`src/rtl/wb_initiator_pkg.sv`:
```
// Shared types and constants for the Wishbone B4 initiator.
// State encoding, response status codes and a counter-width helper.
package wb_initiator_pkg;

  typedef enum logic [2:0] {
    StIdle,
    StStrobe,
    StWaitAck,
    StBackoff,
    StResp
  } wb_state_e;

  localparam logic [1:0] ST_OK      = 2'b00;
  localparam logic [1:0] ST_ERR     = 2'b01;
  localparam logic [1:0] ST_RTY     = 2'b10;
  localparam logic [1:0] ST_TIMEOUT = 2'b11;

  // Bits needed to hold 0..max_val, never less than one.
  function automatic int unsigned cnt_width(input int unsigned max_val);
    return (max_val == 0) ? 1 : $clog2(max_val + 1);
  endfunction

endpackage

```
`src/rtl/wb_initiator_if.sv`:
```
// Pipelined Wishbone B4 bus bundle between one initiator and one responder.
// The initiator drives the request side; the responder drives data and terminations.
interface wb_initiator_if #(
  parameter int unsigned ADDR_WIDTH = 32
) ();

  logic                  cyc;
  logic                  stb;
  logic                  we;
  logic [ADDR_WIDTH-1:0] adr;
  logic [3:0]            sel;
  logic [31:0]           dat_w;
  logic [31:0]           dat_r;
  logic                  ack;
  logic                  err;
  logic                  rty;
  logic                  stall;

  modport master (
    output cyc, stb, we, adr, sel, dat_w,
    input  dat_r, ack, err, rty, stall
  );

  modport slave (
    input  cyc, stb, we, adr, sel, dat_w,
    output dat_r, ack, err, rty, stall
  );

endinterface

```
`src/rtl/wb_initiator_timer.sv`:
```
// Loadable saturating down-counter used as the bus-cycle watchdog.
// expired_o flags the last enabled cycle before the count would reach zero.
module wb_initiator_timer #(
  parameter int unsigned Width = 8
) (
  input  logic             clk_i,
  input  logic             rst_n_i,
  input  logic             clr_i,
  input  logic             load_i,
  input  logic             en_i,
  input  logic [Width-1:0] load_val_i,
  output logic             expired_o
);

  logic [Width-1:0] cnt_q, cnt_d;

  always_comb begin
    cnt_d = cnt_q;
    if (clr_i) begin
      cnt_d = '0;
    end else if (load_i) begin
      cnt_d = load_val_i;
    end else if (en_i && (cnt_q != '0)) begin
      cnt_d = cnt_q - 1'b1;
    end
  end

  always_ff @(posedge clk_i) begin
    if (!rst_n_i) begin
      cnt_q <= '0;
    end else begin
      cnt_q <= cnt_d;
    end
  end

  assign expired_o = en_i && (cnt_q == Width'(1));

endmodule

```
`src/rtl/wb_initiator.sv`:
```
// Wishbone B4 pipelined initiator: turns single-beat local commands into bus cycles,
// with bounded retry on rty and a watchdog timeout, returning one response per command.
module wb_initiator
  import wb_initiator_pkg::*;
#(
  parameter int unsigned ADDR_WIDTH = 32,
  parameter int unsigned TIMEOUT    = 255,
  parameter int unsigned MAX_RETRY  = 3
) (
  input  logic                  clk_i,
  input  logic                  rst_n_i,

  input  logic                  cmd_valid_i,
  output logic                  cmd_ready_o,
  input  logic                  cmd_we_i,
  input  logic [ADDR_WIDTH-1:0] cmd_adr_i,
  input  logic [31:0]           cmd_dat_i,
  input  logic [3:0]            cmd_sel_i,

  output logic                  rsp_valid_o,
  output logic [31:0]           rsp_dat_o,
  output logic [1:0]            rsp_status_o,

  wb_initiator_if.master        wb
);

  localparam int unsigned TW = cnt_width(TIMEOUT);
  localparam int unsigned RW = cnt_width(MAX_RETRY);

  wb_state_e             state_q;
  logic                  cyc_q, stb_q, we_q;
  logic [ADDR_WIDTH-1:0] adr_q;
  logic [3:0]            sel_q;
  logic [31:0]           dat_q;
  logic [RW-1:0]         retry_q;
  logic                  rsp_valid_q;
  logic [31:0]           rsp_dat_q;
  logic [1:0]            rsp_status_q;

  logic                  bus_live;
  logic                  term;
  logic                  tmo;
  logic                  retry_ok;
  logic                  fin;
  logic                  backoff;
  logic [1:0]            fin_status;
  logic [31:0]           fin_dat;
  logic                  tmr_expired;
  logic [TW-1:0]         tmr_load_val;

  assign tmr_load_val = TW'(TIMEOUT);

  // Timer reloads while idle or backing off, so every attempt gets a fresh budget.
  wb_initiator_timer #(
    .Width (TW)
  ) u_timer (
    .clk_i      (clk_i),
    .rst_n_i    (rst_n_i),
    .clr_i      (state_q == StResp),
    .load_i     ((state_q == StIdle) || (state_q == StBackoff)),
    .en_i       (bus_live),
    .load_val_i (tmr_load_val),
    .expired_o  (tmr_expired)
  );

  // Terminations only count once the request is accepted (stall low) or pending.
  always_comb begin
    bus_live   = (state_q == StStrobe) || (state_q == StWaitAck);
    term       = bus_live && ((state_q == StWaitAck) || !wb.stall) &&
                 (wb.ack || wb.err || wb.rty);
    tmo        = bus_live && (TIMEOUT != 0) && tmr_expired;
    retry_ok   = 32'(retry_q) < MAX_RETRY;
    fin        = 1'b0;
    backoff    = 1'b0;
    fin_status = ST_OK;
    fin_dat    = '0;
    if (term) begin
      if (wb.err) begin
        fin        = 1'b1;
        fin_status = ST_ERR;
      end else if (wb.rty) begin
        if (retry_ok) begin
          backoff = 1'b1;
        end else begin
          fin        = 1'b1;
          fin_status = ST_RTY;
        end
      end else begin
        fin        = 1'b1;
        fin_status = ST_OK;
        fin_dat    = we_q ? 32'h0 : wb.dat_r;
      end
    end else if (tmo) begin
      fin        = 1'b1;
      fin_status = ST_TIMEOUT;
    end
  end

  always_ff @(posedge clk_i) begin
    if (!rst_n_i) begin
      state_q      <= StIdle;
      cyc_q        <= 1'b0;
      stb_q        <= 1'b0;
      we_q         <= 1'b0;
      adr_q        <= '0;
      sel_q        <= '0;
      dat_q        <= '0;
      retry_q      <= '0;
      rsp_valid_q  <= 1'b0;
      rsp_dat_q    <= '0;
      rsp_status_q <= ST_OK;
    end else begin
      rsp_valid_q <= 1'b0;
      case (state_q)
        StIdle: begin
          if (cmd_valid_i) begin
            we_q    <= cmd_we_i;
            adr_q   <= cmd_adr_i;
            dat_q   <= cmd_dat_i;
            sel_q   <= cmd_sel_i;
            retry_q <= '0;
            cyc_q   <= 1'b1;
            stb_q   <= 1'b1;
            state_q <= StStrobe;
          end
        end
        StStrobe, StWaitAck: begin
          if (fin) begin
            cyc_q        <= 1'b0;
            stb_q        <= 1'b0;
            rsp_valid_q  <= 1'b1;
            rsp_status_q <= fin_status;
            rsp_dat_q    <= fin_dat;
            state_q      <= StResp;
          end else if (backoff) begin
            retry_q <= retry_q + 1'b1;
            cyc_q   <= 1'b0;
            stb_q   <= 1'b0;
            state_q <= StBackoff;
          end else if ((state_q == StStrobe) && !wb.stall) begin
            stb_q   <= 1'b0;
            state_q <= StWaitAck;
          end
        end
        StBackoff: begin
          cyc_q   <= 1'b1;
          stb_q   <= 1'b1;
          state_q <= StStrobe;
        end
        StResp: begin
          state_q <= StIdle;
        end
        default: begin
          cyc_q   <= 1'b0;
          stb_q   <= 1'b0;
          state_q <= StIdle;
        end
      endcase
    end
  end

  assign cmd_ready_o  = (state_q == StIdle) && rst_n_i;

  assign wb.cyc       = cyc_q;
  assign wb.stb       = stb_q;
  assign wb.we        = we_q;
  assign wb.adr       = adr_q;
  assign wb.sel       = sel_q;
  assign wb.dat_w     = dat_q;

  assign rsp_valid_o  = rsp_valid_q;
  assign rsp_dat_o    = rsp_dat_q;
  assign rsp_status_o = rsp_status_q;

endmodule

```
`src/flat_wrapper.sv`:
```
// flat-port wrapper written by rule: the top's interface ports become plain ports
module wb_initiator_flat import wb_initiator_pkg::*;
#(
  parameter int unsigned ADDR_WIDTH = 32,
  parameter int unsigned TIMEOUT    = 255,
  parameter int unsigned MAX_RETRY  = 3
)
  (clk_i, rst_n_i, cmd_valid_i, cmd_ready_o, cmd_we_i, cmd_adr_i, cmd_dat_i, cmd_sel_i, rsp_valid_o, rsp_dat_o, rsp_status_o, wb_cyc, wb_stb, wb_we, wb_adr, wb_sel, wb_dat_w, wb_dat_r, wb_ack, wb_err, wb_rty, wb_stall);
  wb_initiator_if #(.ADDR_WIDTH(ADDR_WIDTH)) wb_i ();
  input  logic clk_i;
  input  logic rst_n_i;
  input  logic cmd_valid_i;
  output logic cmd_ready_o;
  input  logic cmd_we_i;
  input  logic [ADDR_WIDTH-1:0] cmd_adr_i;
  input  logic [31:0] cmd_dat_i;
  input  logic [3:0] cmd_sel_i;
  output logic rsp_valid_o;
  output logic [31:0] rsp_dat_o;
  output logic [1:0] rsp_status_o;
  output wire logic [$bits(wb_i.cyc)-1:0] wb_cyc;
  output wire logic [$bits(wb_i.stb)-1:0] wb_stb;
  output wire logic [$bits(wb_i.we)-1:0] wb_we;
  output wire logic [$bits(wb_i.adr)-1:0] wb_adr;
  output wire logic [$bits(wb_i.sel)-1:0] wb_sel;
  output wire logic [$bits(wb_i.dat_w)-1:0] wb_dat_w;
  input wire logic [$bits(wb_i.dat_r)-1:0] wb_dat_r;
  input wire logic [$bits(wb_i.ack)-1:0] wb_ack;
  input wire logic [$bits(wb_i.err)-1:0] wb_err;
  input wire logic [$bits(wb_i.rty)-1:0] wb_rty;
  input wire logic [$bits(wb_i.stall)-1:0] wb_stall;
  assign wb_cyc = wb_i.cyc;
  assign wb_stb = wb_i.stb;
  assign wb_we = wb_i.we;
  assign wb_adr = wb_i.adr;
  assign wb_sel = wb_i.sel;
  assign wb_dat_w = wb_i.dat_w;
  assign wb_i.dat_r = wb_dat_r;
  assign wb_i.ack = wb_ack;
  assign wb_i.err = wb_err;
  assign wb_i.rty = wb_rty;
  assign wb_i.stall = wb_stall;
  wb_initiator #(.ADDR_WIDTH(ADDR_WIDTH), .TIMEOUT(TIMEOUT), .MAX_RETRY(MAX_RETRY)) u_core (.clk_i(clk_i), .rst_n_i(rst_n_i), .cmd_valid_i(cmd_valid_i), .cmd_ready_o(cmd_ready_o), .cmd_we_i(cmd_we_i), .cmd_adr_i(cmd_adr_i), .cmd_dat_i(cmd_dat_i), .cmd_sel_i(cmd_sel_i), .rsp_valid_o(rsp_valid_o), .rsp_dat_o(rsp_dat_o), .rsp_status_o(rsp_status_o), .wb(wb_i));
endmodule
```
`config.mk`:
```
export PLATFORM = sky130hd
export DESIGN_NAME = wb_initiator_flat
export DESIGN_NICKNAME = d
export VERILOG_FILES = /design/src/rtl/wb_initiator_pkg.sv /design/src/rtl/wb_initiator_if.sv /design/src/rtl/wb_initiator_timer.sv /design/src/rtl/wb_initiator.sv /design/src/flat_wrapper.sv
export SDC_FILE = /design/constraint.sdc
export NUM_CORES = 1
export LEC_CHECK = 0
export ABC_CLOCK_PERIOD_IN_PS = 2650
export CORE_UTILIZATION = 44
export CTS_CLUSTER_SIZE = 20
export DETAILED_ROUTE_END_ITERATION = 6
export GPL_ROUTABILITY_DRIVEN = 0
export PLACE_DENSITY = 0.86
export SETUP_SLACK_MARGIN = 0.5
export SLEW_MARGIN = 30
export SYNTH_ARGS = -nofsm -noshare
export SYNTH_HDL_FRONTEND = slang
export SYNTH_SLANG_ARGS = --single-unit
```
`constraint.sdc`:
```
create_clock -name clk_i -period 2.65 [get_ports clk_i]
set_input_delay 0.265 -clock clk_i [delete_from_list [all_inputs] [get_ports clk_i]]
set_output_delay 0.265 -clock clk_i [all_outputs]
set_load 0.02 [all_outputs]
```
==> results.md <==
* First-pass GRT wire length at 19.6 mm
* Critical Path End Type: register
* PD cells at 787 nW/um2
* VDD IR max at 0.565 mV
* CTS resizes at 6
* Final setup fails at 0
* Global Route Usage Sum at 0.245
* Post-synth net total at 610
* Crit path cell chain: or3b_1 > a21o_1 > a21o_1 > buf_4 > a32o_1
* Met3 routed WL at 1.22 mm
* Placed Instances at between 800 and 900
* Synthesized area per cell at 8.84 um2
* CTS Buf Count at 17
* Clock root buffer: clkbuf_8
* Min Tclk post-route at 1.94 ns
* Max Fclk at a little over 500 MHz
* Yosys reg bits at around 120
* Worst-margin pin slew at a little over 0.6 ns
* RSZ-0062 raised after global routing: no
* Die H at just over 100 um
* Fin Hold WS at 0.299 ns
* Worst Path Max Fanout at 35
* CTS tree: done
* Register area share after synthesis at 0.540
* Die width at 102 um
* GRT overflow at 0
* Final worst slack at between 0.7 and 0.8 ns
* Startpoint type of the worst setup path: register
* DP Area at 6620 um2
* Final Power at 5.70 mW
* N_diodes at 0
* CP max-delay cell: dfxtp_2
* Largest net degree at the start of global routing at 70
* Clock Pin Slew Worst Setup and Hold Paths at 0.06 ns
* Distinct cells, synth at 44
* I/O pin total at between 200 and 250
* Hold Path Class: input port to register
* Leakage dissipation at 2.69 nW
* Outcome: completed
* Layout Nets at 814
* Vias in the first global route at 4265
* Area Growth Syn to Fin at 64.2%
* CP max stage delay at about 0.47 ns
* Worst R2R Path Depth at 5
* Crit Path Class: register to register
* Fin util at 0.744
* CORE AREA at 9730 um2
* Place WS at 0.501 ns
* Die Area at roughly 10000 um2
* Non-filler cells, final at 849
* Hold Path Depth at 3
* Metal-1 WL at 5.08 mm
* Via Count at 4444
* Met2 routed WL at 6.31 mm
* Rows at 36
* Final Hold Viols at 0
* Routed wire length at 12.9 mm
* Final period utilization at 0.730
* Most frequent CP cell: a21o_1
* Initial Utilization at 0.453
* DR DRC count at 0
* Required time worst endpoint at 3.05 ns
* Mapped Area at around 4400 um2
* Pins over their slew limit at 0
* Setup TNS at 0 ns
* # port buffers at between 200 and 250
* Insertion delay to the later sink of the worst-skew pair at 0.51 ns
* DP Wirelength at 8.95 mm
* Synth Instances at approximately 500
* Share of cells above drive strength 1 at 0.0726
* Count of yosys warnings during synthesis at 0
* Routed len/inst at 15.2 um
* Hold buffer count at cts at 0
* Top layer in use: met4
* DR iter-0 viols at 168
* Postcts setup bufs at 0
* Worst rel slew slack at 0.585
* DRT antenna net count at 0
* Finished layout cell area at 7240 um2
* Initial antenna violation count at 0
* CTS Buffer Depth at 2
* First-pass iteration count of the detailed router at 7
* Skew final at 0.00583 ns
* CTS sink cnt at ~120
* # H-tree levels at 4
* Max-Cap Viols at 0
* Routed vias/inst at 5.23
* Worst Path Arrival at 2.34 ns
[power breakdown]
part | total, mW | internal (mW) | switching, mW
sequential | 2.10 | 1.97 | 0.135
combinational | 1.25 | 0.571 | 0.675
clock | 2.35 | 1.54 | 0.805
[worst max-delay path: cells and delay by family, from the launching register on]
kind / cells / cell delay, ns
AO/OA/AOI/OAI: 3 / 0.69
buffers and inverters: 1 / 0.24
flip-flops: 1 / 0.47
AND/OR/NAND/NOR: 1 / 0.41
[sequential cells by signal (all words and copies together), names as in the netlist]
register / flops
u_core.retry_q: 2
u_core.wb.sel: 4
u_core.rsp_valid_o: 1
u_core.wb.adr: 32
u_core.rsp_dat_o: 32
u_core.u_timer.cnt_q: 8
u_core.wb.cyc: 1
u_core.wb.dat_w: 32
u_core.state_q: 3
u_core.wb.stb: 1
u_core.wb.we: 1
u_core.rsp_status_o: 2
[layout by cell type (no fill, tap or decap), types with 3 or more instances in the layout]
cell and instances:
nor2_1 11, a31oi_1 3, nor2b_1 3, dfxtp_2 3
nand3_1 5, ha_1 3, a21oi_1 77, clkdlybuf4s50_1 213
nand2_1 144, nor3_1 7, clkinv_2 4, clkinvlp_4 4
buf_4 8, a211oi_1 4, and3_1 3, a32o_1 32
nand4_1 3, inv_1 7, o21ai_0 6, dfxtp_1 116
bufinv_16 4, clkbuf_16 16
[cell families after synthesis]
| group | after synthesis | synth area share |
|---|---|---|
| flip-flops | 119 | 0.540 |
| AND/OR/NAND/NOR | 191 | 0.188 |
| AO/OA/AOI/OAI | 136 | 0.206 |
| XOR/XNOR | 2 | 0.00397 |
| adder cells (fa/ha/maj) | 3 | 0.00851 |
| multiplexers | 2 | 0.00454 |
| buffers and inverters | 46 | 0.0494 |
[metal layers]
layer  track usage  vias to the layer above
met4         0.114                        0
met3        0.0944                       29
met2         0.415                      210
li1              -                     2150
met5             0                        -
met1         0.270                     2055
[area by class of cell]
type                       instances  area, um2
tap                              133        166
sequential                       119       2390
inverter                           8       30.0
clock buffer                      19        432
timing repair buffer             223       2220
fill                             692       2490
multi-input combinational        334       1830
clock inverter                    13        179
[Yosys cell counts]
cell / instances / area share
and4_1: 2 / 0.0040
nor3_2: 1 / 0.0023
nand4_1: 3 / 0.0043
xor2_1: 1 / 0.0020
o41ai_1: 2 / 0.0040
o211ai_1: 1 / 0.0017
a211o_1: 1 / 0.0020
a311oi_1: 1 / 0.0020
nor4b_2: 1 / 0.0034
and3_1: 3 / 0.0043
and2_1: 1 / 0.0014
o22ai_1: 1 / 0.0014
a21oi_1: 77 / 0.087
nand2_1: 145 / 0.12
a31oi_1: 3 / 0.0043
or2_2: 1 / 0.0014
mux2i_1: 2 / 0.0045
inv_1: 8 / 0.0068
buf_6: 5 / 0.013
dfxtp_1: 119 / 0.54
a32o_1: 32 / 0.073
xnor2_1: 1 / 0.0020
nor3_1: 7 / 0.0079
nor4_4: 1 / 0.0048
a311oi_2: 1 / 0.0034
or3b_1: 1 / 0.0020
clkbuf_1: 27 / 0.023
ha_1: 3 / 0.0085
a21o_1: 2 / 0.0034
a22o_1: 1 / 0.0020
or3_1: 1 / 0.0014
nand2b_1: 1 / 0.0014
nor4b_1: 1 / 0.0020
o32a_1: 1 / 0.0023
o21a_1: 1 / 0.0017
nand3_1: 5 / 0.0057
nor3b_1: 2 / 0.0034
o311a_1: 1 / 0.0023
o21bai_1: 1 / 0.0017
a211oi_1: 4 / 0.0068
nor2_1: 12 / 0.010
buf_2: 6 / 0.0068
o21ai_0: 6 / 0.0068
nor2b_1: 3 / 0.0043
[path summary, 6_finish.rpt]
path                                             end  slack (ns)         startpoint
worst max-delay path            u_core.rsp_dat_o[22]        0.71  u_core.state_q[1]
worst min-delay path               u_core.wb.adr[19]        0.30      cmd_adr_i[19]
worst max register to register  u_core.rsp_dat_o[22]        0.71  u_core.state_q[1]
worst min register to register     u_core.wb.adr[26]        0.45  u_core.wb.adr[26]
No activity file was read; power rests on OpenSTA's default activity.
